## src/rtl/uart_rx_frame_ctrl.sv

```systemverilog
// uart_rx_frame_ctrl
// Turns the UART receiver byte stream into command frames of the form
// SOF, CMD, LEN, PAYLOAD[LEN], CSUM. One payload is buffered, length and
// XOR checksum are verified, an inter-byte timeout aborts stalled frames,
// and a completed frame is offered on a valid/ready handshake.
// Optional build macro: UART_FRAME_ERR_CNT_EN adds saturating 8-bit error
// counters (err_cnt_*) with a synchronous clear input err_cnt_clr.
module uart_rx_frame_ctrl #(
  parameter logic [7:0] SOF_BYTE     = 8'hAA,
  parameter int         MAX_LEN      = 16,
  parameter int         ADDR_W       = 4,
  parameter int         TIMEOUT_CLKS = 104170
) (
  input  logic              clk,
  input  logic              rst,
  input  logic              rx_valid,
  input  logic [7:0]        rx_data,
  output logic              frm_valid,
  input  logic              frm_ready,
  output logic [7:0]        frm_cmd,
  output logic [7:0]        frm_len,
  input  logic [ADDR_W-1:0] rd_addr,
  output logic [7:0]        rd_data,
  output logic              busy,
  output logic              err_csum,
  output logic              err_len,
  output logic              err_timeout,
`ifdef UART_FRAME_ERR_CNT_EN
  input  logic              err_cnt_clr,
  output logic [7:0]        err_cnt_csum,
  output logic [7:0]        err_cnt_len,
  output logic [7:0]        err_cnt_timeout,
  output logic [7:0]        err_cnt_overrun,
`endif
  output logic              err_overrun
);

  localparam logic [7:0]       MAX_LEN_B = 8'(MAX_LEN);
  localparam int               TMO_W     = (TIMEOUT_CLKS > 2) ? $clog2(TIMEOUT_CLKS) : 1;
  localparam logic [TMO_W-1:0] TMO_TERM  = TMO_W'(TIMEOUT_CLKS - 1);

  typedef enum logic [2:0] {
    ST_IDLE    = 3'd0,
    ST_CMD     = 3'd1,
    ST_LEN     = 3'd2,
    ST_PAYLOAD = 3'd3,
    ST_CSUM    = 3'd4,
    ST_HOLD    = 3'd5
  } state_t;

  state_t           state_r, state_s;
  logic [7:0]       csum_r, csum_s;
  logic [7:0]       idx_r, idx_s;
  logic [TMO_W-1:0] tmo_r, tmo_s;
  logic [7:0]       cmd_s, len_s;
  logic             valid_s;
  logic             wr_en_s;
  logic             tmo_term_s;
  logic             err_csum_s, err_len_s, err_timeout_s, err_overrun_s;
  logic [7:0]       pay_mem_r [2**ADDR_W];

  assign tmo_term_s = (tmo_r == TMO_TERM);

  // busy is decoded straight from the state register
  assign busy = (state_r != ST_IDLE);

  // Next-state, datapath updates and error pulse generation
  always_comb begin
    state_s       = state_r;
    csum_s        = csum_r;
    idx_s         = idx_r;
    tmo_s         = tmo_r;
    cmd_s         = frm_cmd;
    len_s         = frm_len;
    valid_s       = frm_valid;
    wr_en_s       = 1'b0;
    err_csum_s    = 1'b0;
    err_len_s     = 1'b0;
    err_timeout_s = 1'b0;
    err_overrun_s = 1'b0;
    case (state_r)
      ST_IDLE: begin
        tmo_s = {TMO_W{1'b0}};
        if (rx_valid && (rx_data == SOF_BYTE)) begin
          state_s = ST_CMD;
        end else begin
          state_s = ST_IDLE;
        end
      end
      ST_CMD: begin
        if (rx_valid) begin
          cmd_s   = rx_data;
          csum_s  = rx_data;
          tmo_s   = {TMO_W{1'b0}};
          state_s = ST_LEN;
        end else if (tmo_term_s) begin
          err_timeout_s = 1'b1;
          tmo_s         = {TMO_W{1'b0}};
          state_s       = ST_IDLE;
        end else begin
          tmo_s = tmo_r + TMO_W'(1);
        end
      end
      ST_LEN: begin
        if (rx_valid) begin
          tmo_s = {TMO_W{1'b0}};
          if (rx_data > MAX_LEN_B) begin
            err_len_s = 1'b1;
            state_s   = ST_IDLE;
          end else begin
            len_s  = rx_data;
            csum_s = csum_r ^ rx_data;
            idx_s  = 8'd0;
            if (rx_data != 8'd0) begin
              state_s = ST_PAYLOAD;
            end else begin
              state_s = ST_CSUM;
            end
          end
        end else if (tmo_term_s) begin
          err_timeout_s = 1'b1;
          tmo_s         = {TMO_W{1'b0}};
          state_s       = ST_IDLE;
        end else begin
          tmo_s = tmo_r + TMO_W'(1);
        end
      end
      ST_PAYLOAD: begin
        if (rx_valid) begin
          wr_en_s = 1'b1;
          csum_s  = csum_r ^ rx_data;
          idx_s   = idx_r + 8'd1;
          tmo_s   = {TMO_W{1'b0}};
          if (idx_r == (frm_len - 8'd1)) begin
            state_s = ST_CSUM;
          end else begin
            state_s = ST_PAYLOAD;
          end
        end else if (tmo_term_s) begin
          err_timeout_s = 1'b1;
          tmo_s         = {TMO_W{1'b0}};
          state_s       = ST_IDLE;
        end else begin
          tmo_s = tmo_r + TMO_W'(1);
        end
      end
      ST_CSUM: begin
        if (rx_valid) begin
          tmo_s = {TMO_W{1'b0}};
          if (rx_data == csum_r) begin
            valid_s = 1'b1;
            state_s = ST_HOLD;
          end else begin
            err_csum_s = 1'b1;
            state_s    = ST_IDLE;
          end
        end else if (tmo_term_s) begin
          err_timeout_s = 1'b1;
          tmo_s         = {TMO_W{1'b0}};
          state_s       = ST_IDLE;
        end else begin
          tmo_s = tmo_r + TMO_W'(1);
        end
      end
      ST_HOLD: begin
        tmo_s = {TMO_W{1'b0}};
        // A byte arriving while a frame is held is always dropped
        if (rx_valid) begin
          err_overrun_s = 1'b1;
        end else begin
          err_overrun_s = 1'b0;
        end
        if (frm_ready) begin
          valid_s = 1'b0;
          state_s = ST_IDLE;
        end else begin
          state_s = ST_HOLD;
        end
      end
      default: begin
        valid_s = 1'b0;
        tmo_s   = {TMO_W{1'b0}};
        state_s = ST_IDLE;
      end
    endcase
  end

  // Control state, frame header and registered error pulses
  always_ff @(posedge clk) begin
    if (rst) begin
      state_r     <= ST_IDLE;
      csum_r      <= 8'd0;
      idx_r       <= 8'd0;
      tmo_r       <= {TMO_W{1'b0}};
      frm_cmd     <= 8'd0;
      frm_len     <= 8'd0;
      frm_valid   <= 1'b0;
      err_csum    <= 1'b0;
      err_len     <= 1'b0;
      err_timeout <= 1'b0;
      err_overrun <= 1'b0;
    end else begin
      state_r     <= state_s;
      csum_r      <= csum_s;
      idx_r       <= idx_s;
      tmo_r       <= tmo_s;
      frm_cmd     <= cmd_s;
      frm_len     <= len_s;
      frm_valid   <= valid_s;
      err_csum    <= err_csum_s;
      err_len     <= err_len_s;
      err_timeout <= err_timeout_s;
      err_overrun <= err_overrun_s;
    end
  end

  // Payload buffer write port; contents survive reset
  always_ff @(posedge clk) begin
    if (wr_en_s) begin
      pay_mem_r[idx_r[ADDR_W-1:0]] <= rx_data;
    end
  end

  // Registered payload read port, one cycle latency
  always_ff @(posedge clk) begin
    if (rst) begin
      rd_data <= 8'd0;
    end else begin
      rd_data <= pay_mem_r[rd_addr];
    end
  end

`ifdef UART_FRAME_ERR_CNT_EN
  function automatic logic [7:0] sat_inc8(input logic [7:0] v, input logic en);
    if (en && (v != 8'hFF)) begin
      return v + 8'd1;
    end else begin
      return v;
    end
  endfunction

  // Saturating error counters; clear has priority over a pending increment
  always_ff @(posedge clk) begin
    if (rst || err_cnt_clr) begin
      err_cnt_csum    <= 8'd0;
      err_cnt_len     <= 8'd0;
      err_cnt_timeout <= 8'd0;
      err_cnt_overrun <= 8'd0;
    end else begin
      err_cnt_csum    <= sat_inc8(err_cnt_csum, err_csum);
      err_cnt_len     <= sat_inc8(err_cnt_len, err_len);
      err_cnt_timeout <= sat_inc8(err_cnt_timeout, err_timeout);
      err_cnt_overrun <= sat_inc8(err_cnt_overrun, err_overrun);
    end
  end
`endif

endmodule

```

## config.mk

```make
export PLATFORM = sky130hd
export DESIGN_NAME = uart_rx_frame_ctrl
export DESIGN_NICKNAME = d
export VERILOG_FILES = /design/src/rtl/uart_rx_frame_ctrl.sv
export SDC_FILE = /design/constraint.sdc
export NUM_CORES = 1
export LEC_CHECK = 0
export CORE_ASPECT_RATIO = 0.6
export CORE_MARGIN = 2
export CORE_UTILIZATION = 63
export CTS_CLUSTER_DIAMETER = 80
export DETAILED_ROUTE_END_ITERATION = 10
export DONT_BUFFER_PORTS = 1
export MAX_ROUTING_LAYER = met4
export PLACE_DENSITY = 0.79
export RECOVER_POWER = 100
export SYNTH_ARGS = -nofsm -noshare
export SYNTH_HDL_FRONTEND = slang
export SYNTH_SLANG_ARGS = --single-unit
```

## constraint.sdc

```tcl
create_clock -name clk -period 3.3 [get_ports clk]
set_clock_uncertainty 0.15 [all_clocks]
set_input_delay 0.66 -clock clk [delete_from_list [all_inputs] [get_ports clk]]
set_output_delay 0.66 -clock clk [all_outputs]
set_load 0.02 [all_outputs]
```

# Word-level counts from Yosys, hierarchy flattened
# Memories as Yosys holds them, arrays and structs flattened. A register that Yosys moved wholly into a read port is not among the register bits.
# Cells that the tools add are included.
[classes]
addsub = 3
multipliers = 0
div = 0
order_cmp = 1
eq_ne = 16
shift = 0
n_mux = 32
bitwise = 8
reduce_logical = 18
[ops]
columns = ["op", "n"]
rows = [
  ["$mux W8", 7],
  ["$mux W3", 10],
  ["$pmux W8 S3", 1],
  ["$pmux W3 S6", 1],
  ["$add A17 B1 Y17 const B", 1],
  ["$eq A17 B17 Y1 const B", 1],
  ["$eq A8 B8 Y1", 2],
  ["$pmux W8 S2", 1],
  ["$ne A2 B2 Y1 const B", 7],
  ["$reduce_or A4 Y1", 3],
  ["$mux W1", 11],
  ["$reduce_or A3 Y1", 3],
  ["$add A8 B1 Y8 const B", 1],
  ["$eq A8 B8 Y1 const B", 1],
  ["$gt A8 B5 Y1 const B", 1],
  ["$reduce_and A4 Y1", 2],
  ["$reduce_bool A8 Y1", 1],
  ["$sub A8 B1 Y8 const B", 1],
  ["$xor A8 B8 Y8", 1],
  ["$not A1 Y1", 7],
  ["$eq A3 B2 Y1 const B", 2],
  ["$eq A3 B3 Y1 const B", 2],
  ["$reduce_bool A3 Y1", 2],
  ["$reduce_and A5 Y1", 1],
  ["8 further kinds", 8],
]
[word_totals]
register_bits = 57
latch_bits = 0
mem_bits_rw = 128
mem_bits_ro = 0
out_inout_bits = 30
wordCells = 90
mem_count = 1
[mem_list]
columns = ["name", "depth", "word_bits", "read_ports", "rd_ports_with_merged_regs", "write_ports", "line", "source"]
rows = [
  ["pay_mem_r", 16, 8, 1, 1, 1, "60", "logic [7:0] pay_mem_r [2**ADDR_W];"],
]

# Longest topological paths before layout
# Gate-level depths: netlist of the first run.
[logic_depth]
word_depth = 5
ltp_mapped = 8
mapped_depth_nobuf = 7

# Least setup slack after synthesis of the first run
# Ideal clock, no wire load.
[synth_path]
path_type = "input to register"
start = "input port rd_addr[0]"
end = "register rd_data[0], read port of pay_mem_r"
t_arrival_ns = 2.189
required_ns = 3.022
setup_slack_ns = 0.832
cell_stages = 5
path_cell_list = "buf_2 buf_2 mux4_2 mux4_2 nor2b_1"
[synth_lines]
columns = ["element", "line", "source"]
rows = [
  ["from (decl)", "22", "input logic [ADDR_W-1:0] rd_addr,"],
  ["to (decl)", "23", "output logic [7:0] rd_data,"],
]

# Final worst setup path of the first run
[layout_path]
start = "register state_r[1]"
end = "memory pay_mem_r[1][0], enable pin"
[layout_between]
elab_chain_cells = 4
[layout_rtl]
columns = ["element", "line", "source"]
rows = [
  ["from (decl)", "51", "state_t state_r, state_s;"],
  ["from (signal assigned)", "203", "state_r <= state_s;"],
  ["$eq A3 B2 Y1", "81", "case (state_r)"],
  ["$mux W1", "81", ""],
  ["$mux W1", "219", "if (wr_en_s) begin"],
  ["$mux W1 (not written as such)", "220", "pay_mem_r[idx_r[ADDR_W-1:0]] <= rx_data;"],
  ["to (decl)", "60", ""],
]
# Every way passes these cells.

==> flow_metrics.tcl, run 1 <==
set metrics [dict create \
    final_max_slew_viol_count 0 \
    num_rows 32 \
    drt-initial-drc-count 518 \
    syn_inst 587 \
    postCtsSetupRepairBufs 0 \
    synth_edf_count 128 \
    rsz0062_at_grt "no" \
    finalPower_uw 4960 \
    cp.required_ps 3210 \
    final_cells 785 \
    htreeDepth 4 \
    synth_cell_types 57 \
    p_clk_share_pct 45.8 \
    antenna_found_initial 1 \
    synth.yosys.seq_area_share_pct 63.2 \
    postRouteAntennaNets 0 \
    setup.worst_path.end_class "flop" \
    yosys.area.top_type "edfxtp_1" \
    p_switching_uw 1010 \
    die_width_um 151 \
    vias 5080 \
    io_pins 46 \
    synth_area_leaders "edfxtp_1 47%, dfxtp_1 16%, mux4_2 11%" \
    grt_pass1_vias 4898 \
    cap_violations 0 \
    fin_util_pct 70.7 \
    syn-mean-instance-area_sq_um 13.9 \
    slowest_delay_ps 630 \
    yosys.cell_count.top_type "edfxtp_1" \
    viasPerCell 6.47 \
    cts_tree "done" \
    critPathMostFrequentCell "nand2_1" \
    initial_core_util_pct 63.9 \
    p_leak_uw 0.00277 \
    cts.sinks 193 \
    clk_latency_ps 430 \
    place_inst 753 \
    synth_ff_type "edfxtp_1" \
    reg2reg_setup_slack_ps 600 \
    regArea_sq_um 5140 \
    nFillCells 839 \
    grt_pass1_wl_mm 28.4 \
    cts.path.max_buffers 2 \
    relSlewSlack_pct 44.5 \
    cts_buffers 17 \
    path_cells "nand2_1 -> nor2_1 -> nand2_1 -> nor3_1 -> clkbuf_1" \
    die_area_sq_um 13900 \
    grt_overflow 0 \
    worst_slew_pin_slew_ps 832 \
    wl_per_cell_um 23.6 \
    routabilityCongestion 0.919 \
    hold_buffers 0 \
    period_share_pct 81.8 \
    critical_path_class "flop to flop" \
    coreArea_sq_um 12700 \
    netlist_area_sq_um 8140 \
    dp_hpwl_mm 11.7 \
    async_flop_share_pct 0 \
    internal-power_uw 3950 \
    holdWs_ps 158 \
    fmax_mhz 370 \
    setup_tns_ps 0 \
    finalHoldViolCount 0 \
    layout_min_cycle_time_ps 2700 \
    synth.top_cell.area_share_pct 47.2 \
    cp.arrival_ps 2610 \
    layout.nets 625 \
    grt_start_max_net_pins 49 \
    grt_usage_pct 29.2 \
    syn_nets 610 \
    die_height_um 92.1 \
    multi_input_area_sq_um 2810 \
    powerDensity_nw_per_um2 551 \
    yosys_register_bits 193 \
    ir_drop_uv 338 \
    pwr-share-comb_pct 1.9 \
    hold_class "primary input to flop" \
    antennaDiodeCount 0 \
    power_frac_seq_pct 52.2 \
    cts_resized 0 \
    setup_viol 0 \
    firstDrtPassIters 5 \
    path_clk_slew_ps 80 \
    start_kind "flop" \
    cp_max_fo 13 \
    ys_warn_count 0 \
    synth_common_cells "128 x edfxtp_1, 65 x dfxtp_1, 62 x nor2_1" \
    routed_wl_mm 18.6 \
    status "finished, final reports clean" \
    port-buffer-count 0 \
    drcViolationCount 0 \
    worst_path_max_delay_cell "clkbuf_1" \
    root_buffer "clkbuf_16" \
    drive_above_1_share_pct 13.3 \
    area_growth_pct 10.5 \
    swShare_pct 20.3 \
]
critical path: cells and delay by family (launching register included):
| family | cells | cell delay [ps] |
|---|---|---|
| AND/OR/NAND/NOR | 4 | 980 |
| buffers and inverters | 1 | 630 |
| flip-flops | 1 | 570 |
per-stage QoR:
stage	cell area, sq um	setup WS, ps
floorplan	8140	832
global placement	8410	895
detailed placement	8410	811
CTS	9080	848
global route	9000	464
finish	9000	600
flip-flops by register name, indices dropped and copies added, names as in the netlist:
register	flops
csum_r	8
tmo_r	17
frm_len	8
err_timeout	1
state_r	3
err_overrun	1
frm_cmd	8
err_csum	1
pay_mem_r	128
rd_data	8
err_len	1
frm_valid	1
idx_r	8
per-layer routing:
metal / track usage [%] / vias to the layer above / share of wire, %
met5: - / - / 0
met2: 39.9 / 296 / 44
li1: - / 2234 / -
met4: 9.11 / 0 / 1.8
met1: 43.2 / 2511 / 44
met3: 7.71 / 39 / 9.9
final timing paths:
path	startpoint	end	cells after the start
worst max-delay path	state_r[1]$_SDFF_PP0_	pay_mem_r[1][0]$_DFFE_PP_	5
worst min-delay path	rst	rd_data[5]$_SDFF_PP0_	1
worst max register to register	state_r[1]$_SDFF_PP0_	pay_mem_r[1][0]$_DFFE_PP_	5
worst min register to register	tmo_r[0]$_SDFF_PP0_	tmo_r[0]$_SDFF_PP0_	1
placed cells by master, fill, tap and decap left out, types with 3 or more instances in the layout:
| cell type | synthesis | routed |
|---|---|---|
| inv_6 | 0 | 3 |
| nor2b_1 | 13 | 13 |
| nand4_1 | 8 | 8 |
| edfxtp_1 | 128 | 128 |
| or3_1 | 3 | 3 |
| nor3_1 | 19 | 19 |
| a21oi_1 | 21 | 21 |
| mux2i_1 | 8 | 8 |
| nor4_1 | 6 | 6 |
| dfxtp_1 | 65 | 65 |
| a31oi_1 | 4 | 4 |
| nor2_1 | 62 | 62 |
| a21boi_1 | 4 | 4 |
| inv_8 | 0 | 4 |
| bufinv_16 | 0 | 4 |
| o21ai_0 | 6 | 6 |
| xor2_1 | 10 | 10 |
| clkbuf_16 | 0 | 17 |
| xnor2_1 | 27 | 27 |
| mux4_2 | 40 | 40 |
| inv_1 | 19 | 19 |
| nand2_1 | 39 | 39 |
| o2bb2ai_1 | 3 | 3 |
| nand3_1 | 8 | 8 |
| o32ai_1 | 6 | 6 |
| nand2b_1 | 14 | 14 |
| nor4b_1 | 3 | 3 |
| ha_1 | 7 | 7 |
| clkbuf_1 | 19 | 21 |
kinds of logic after synthesis:
group           Yosys count  synth area share (%)
mux                      48                  12.1
compound gates           64                  5.61
buf+inv                  46                  2.27
fa+ha+maj                 7                  1.08
simple gates            192                  11.8
xor+xnor                 37                  3.98
flops                   193                  63.2
power groups by stage:
| stage | registers (uW) | clock network, uW | logic, uW |
|---|---|---|---|
| after CTS | 2590 | 2310 | 96.3 |
| final | 2590 | 2270 | 96.5 |
| after floorplan | 2650 | 0 | 107 |
| after detailed placement | 2650 | 0 | 93.4 |
| after global placement | 2650 | 0 | 92.8 |
| after global routing | 2590 | 2400 | 101 |
layout make-up:
type | count | area share, %
timing repair buffer | 23 | 1.04
tap | 170 | 2.36
multi-input combinational | 348 | 31.2
inverter | 19 | 0.793
clock inverter | 15 | 2.66
clock buffer | 17 | 4.73
sequential | 193 | 57.2
(Power assumes the default switching activity.)
==> run 2: changes to the inputs <==
Clock period 3.3 ns to 2.7 ns, I/O delays scaled along.
==> flow_metrics.tcl, run 2 (synthesis gave the netlist of run 1 again) <==
set metrics [dict create \
    status "finished, final reports clean" \
    path_clk_slew_ps 70 \
    area_growth_pct 9.56 \
    largest_reg_flops 128 \
    cts_buffers 17 \
    layout.nets 625 \
    r2r-end "state_r[2]$_SDFF_PP0_" \
    regArea_sq_um 5140 \
    final_common_cell "edfxtp_1" \
    ir_drop_uv 478 \
    drcViolationCount 0 \
    die_width_um 151 \
    setup_viol 0 \
    grt_pass1_wl_mm 26.8 \
    worstReg2RegStart "frm_len[1]$_SDFFE_PP0P_" \
    antennaDiodeCount 0 \
    rsz0062_at_grt "no" \
    drt-initial-drc-count 565 \
    routabilityCongestion 0.853 \
    path_cells "inv_1 -> ha_1 -> xnor2_1 -> a211oi_1 -> o211ai_1 -> or4b_1 -> a311oi_1" \
    powerDensity_nw_per_um2 637 \
    highest_layer "met4" \
    setup_tns_ps 0 \
    nFillCells 855 \
    grt_usage_pct 27.6 \
    die_area_sq_um 13900 \
    grt_start_max_net_pins 49 \
    fin_util_pct 70.0 \
    viasPerCell 6.26 \
    cts_resized 0 \
    cp_max_fo 6 \
    cts.path.max_buffers 2 \
    wl_met1_mm 8.02 \
    cp.arrival_ps 2570 \
    final_cell_mix "128 x edfxtp_1, 65 x dfxtp_1, 62 x nor2_1" \
    coreArea_sq_um 12700 \
    worst-path-buf-inv 1 \
    multi_input_area_sq_um 2810 \
    clk_latency_ps 420 \
    slowest_delay_ps 510 \
    routed_wl_mm 17.3 \
    postRouteAntennaNets 0 \
    postCtsSetupRepairBufs 0 \
    die_height_um 92.1 \
    holdPathStages 1 \
    period_share_pct 88.5 \
    reg2reg_depth 7 \
    relSlewSlack_pct 55.2 \
    hold_buffers 0 \
    worst_path_max_delay_cell "dfxtp_1" \
    cap_violations 0 \
    cts_tree "done" \
    port-buffer-count 0 \
    wl_per_cell_um 22.1 \
    p_leak_uw 0.00277 \
    root_buffer "clkbuf_16" \
    num_rows 32 \
    final_max_slew_viol_count 0 \
    worstHoldStart "rx_valid" \
    grt_pass1_vias 4744 \
    drive_above_1_share_pct 15.4 \
    wl_met3_mm 1.32 \
    reg2reg_setup_slack_ps 310 \
    critical-path-top-delay-family "compound AO/OA/AOI/OAI gates" \
    worst_slew_pin_slew_ps 672 \
    wl_met2_mm 7.87 \
    firstDrtPassIters 6 \
    cts.sinks 193 \
    setup.worst_path.end_class "flop" \
    finalHoldViolCount 0 \
    start_kind "flop" \
    htreeDepth 4 \
    min_to "err_timeout$_SDFF_PP0_" \
    cp.required_ps 2880 \
    crit_start "frm_len[1]$_SDFFE_PP0P_" \
    fmax_mhz 419 \
    antenna_found_initial 0 \
    hold_class "primary input to flop" \
    critical_path_class "flop to flop" \
    layout_min_cycle_time_ps 2390 \
    vias 4915 \
    io_pins 46 \
    initial_core_util_pct 63.9 \
    dp_hpwl_mm 11.2 \
    grt_overflow 0 \
]
run 2: area by class of cell:
cell class | count | share of cell area (%)
Clock buffer | 19 | 4.85
Inverter | 19 | 0.800
Multi-Input combinational cell | 348 | 31.5
Clock inverter | 13 | 1.46
Timing Repair Buffer | 23 | 1.30
Tap cell | 170 | 2.38
Sequential cell | 193 | 57.7
run 2: stage by stage:
step	hold slack, ps	cell area, sq um	power [uW]	std cells	worst slack [ps]
global placement	312	8410	3350	753	406
CTS	22.2	8970	5720	785	306
finish	47.5	8920	5680	785	311
floorplan	295	8140	3360	587	352
detailed placement	323	8410	3350	753	319
global route	27.9	8920	5820	785	120
run 2: power breakdown:
group | internal (uW) | switching (uW) | leakage (uW)
clock network | 1290 | 1110 | 0.000262
logic | 79.2 | 35.1 | 0.000835
registers | 3150 | 16.4 | 0.00168
total | 4520 | 1160 | 0.00277
run 2: how the worst max path moves through the flow:
stage | end | slack [ps] | cells after the start
2_1_floorplan | rd_data[0]$_SDFF_PP0_ | 350 | 5
3_3_place_gp | state_r[2]$_SDFF_PP0_ | 410 | 7
3_5_place_dp | state_r[2]$_SDFF_PP0_ | 320 | 7
4_1_cts | state_r[2]$_SDFF_PP0_ | 310 | 7
5_1_grt | pay_mem_r[13][6]$_DFFE_PP_ | 120 | 5
6_report | state_r[2]$_SDFF_PP0_ | 310 | 7
run 2: per-layer routing:
| layer | global-route usage [%] | up-vias |
|---|---|---|
| li1 | - | 2227 |
| met1 | 40.8 | 2493 |
| met2 | 38.8 | 184 |
| met3 | 7.71 | 11 |
| met4 | 6.23 | 0 |
| met5 | - | - |
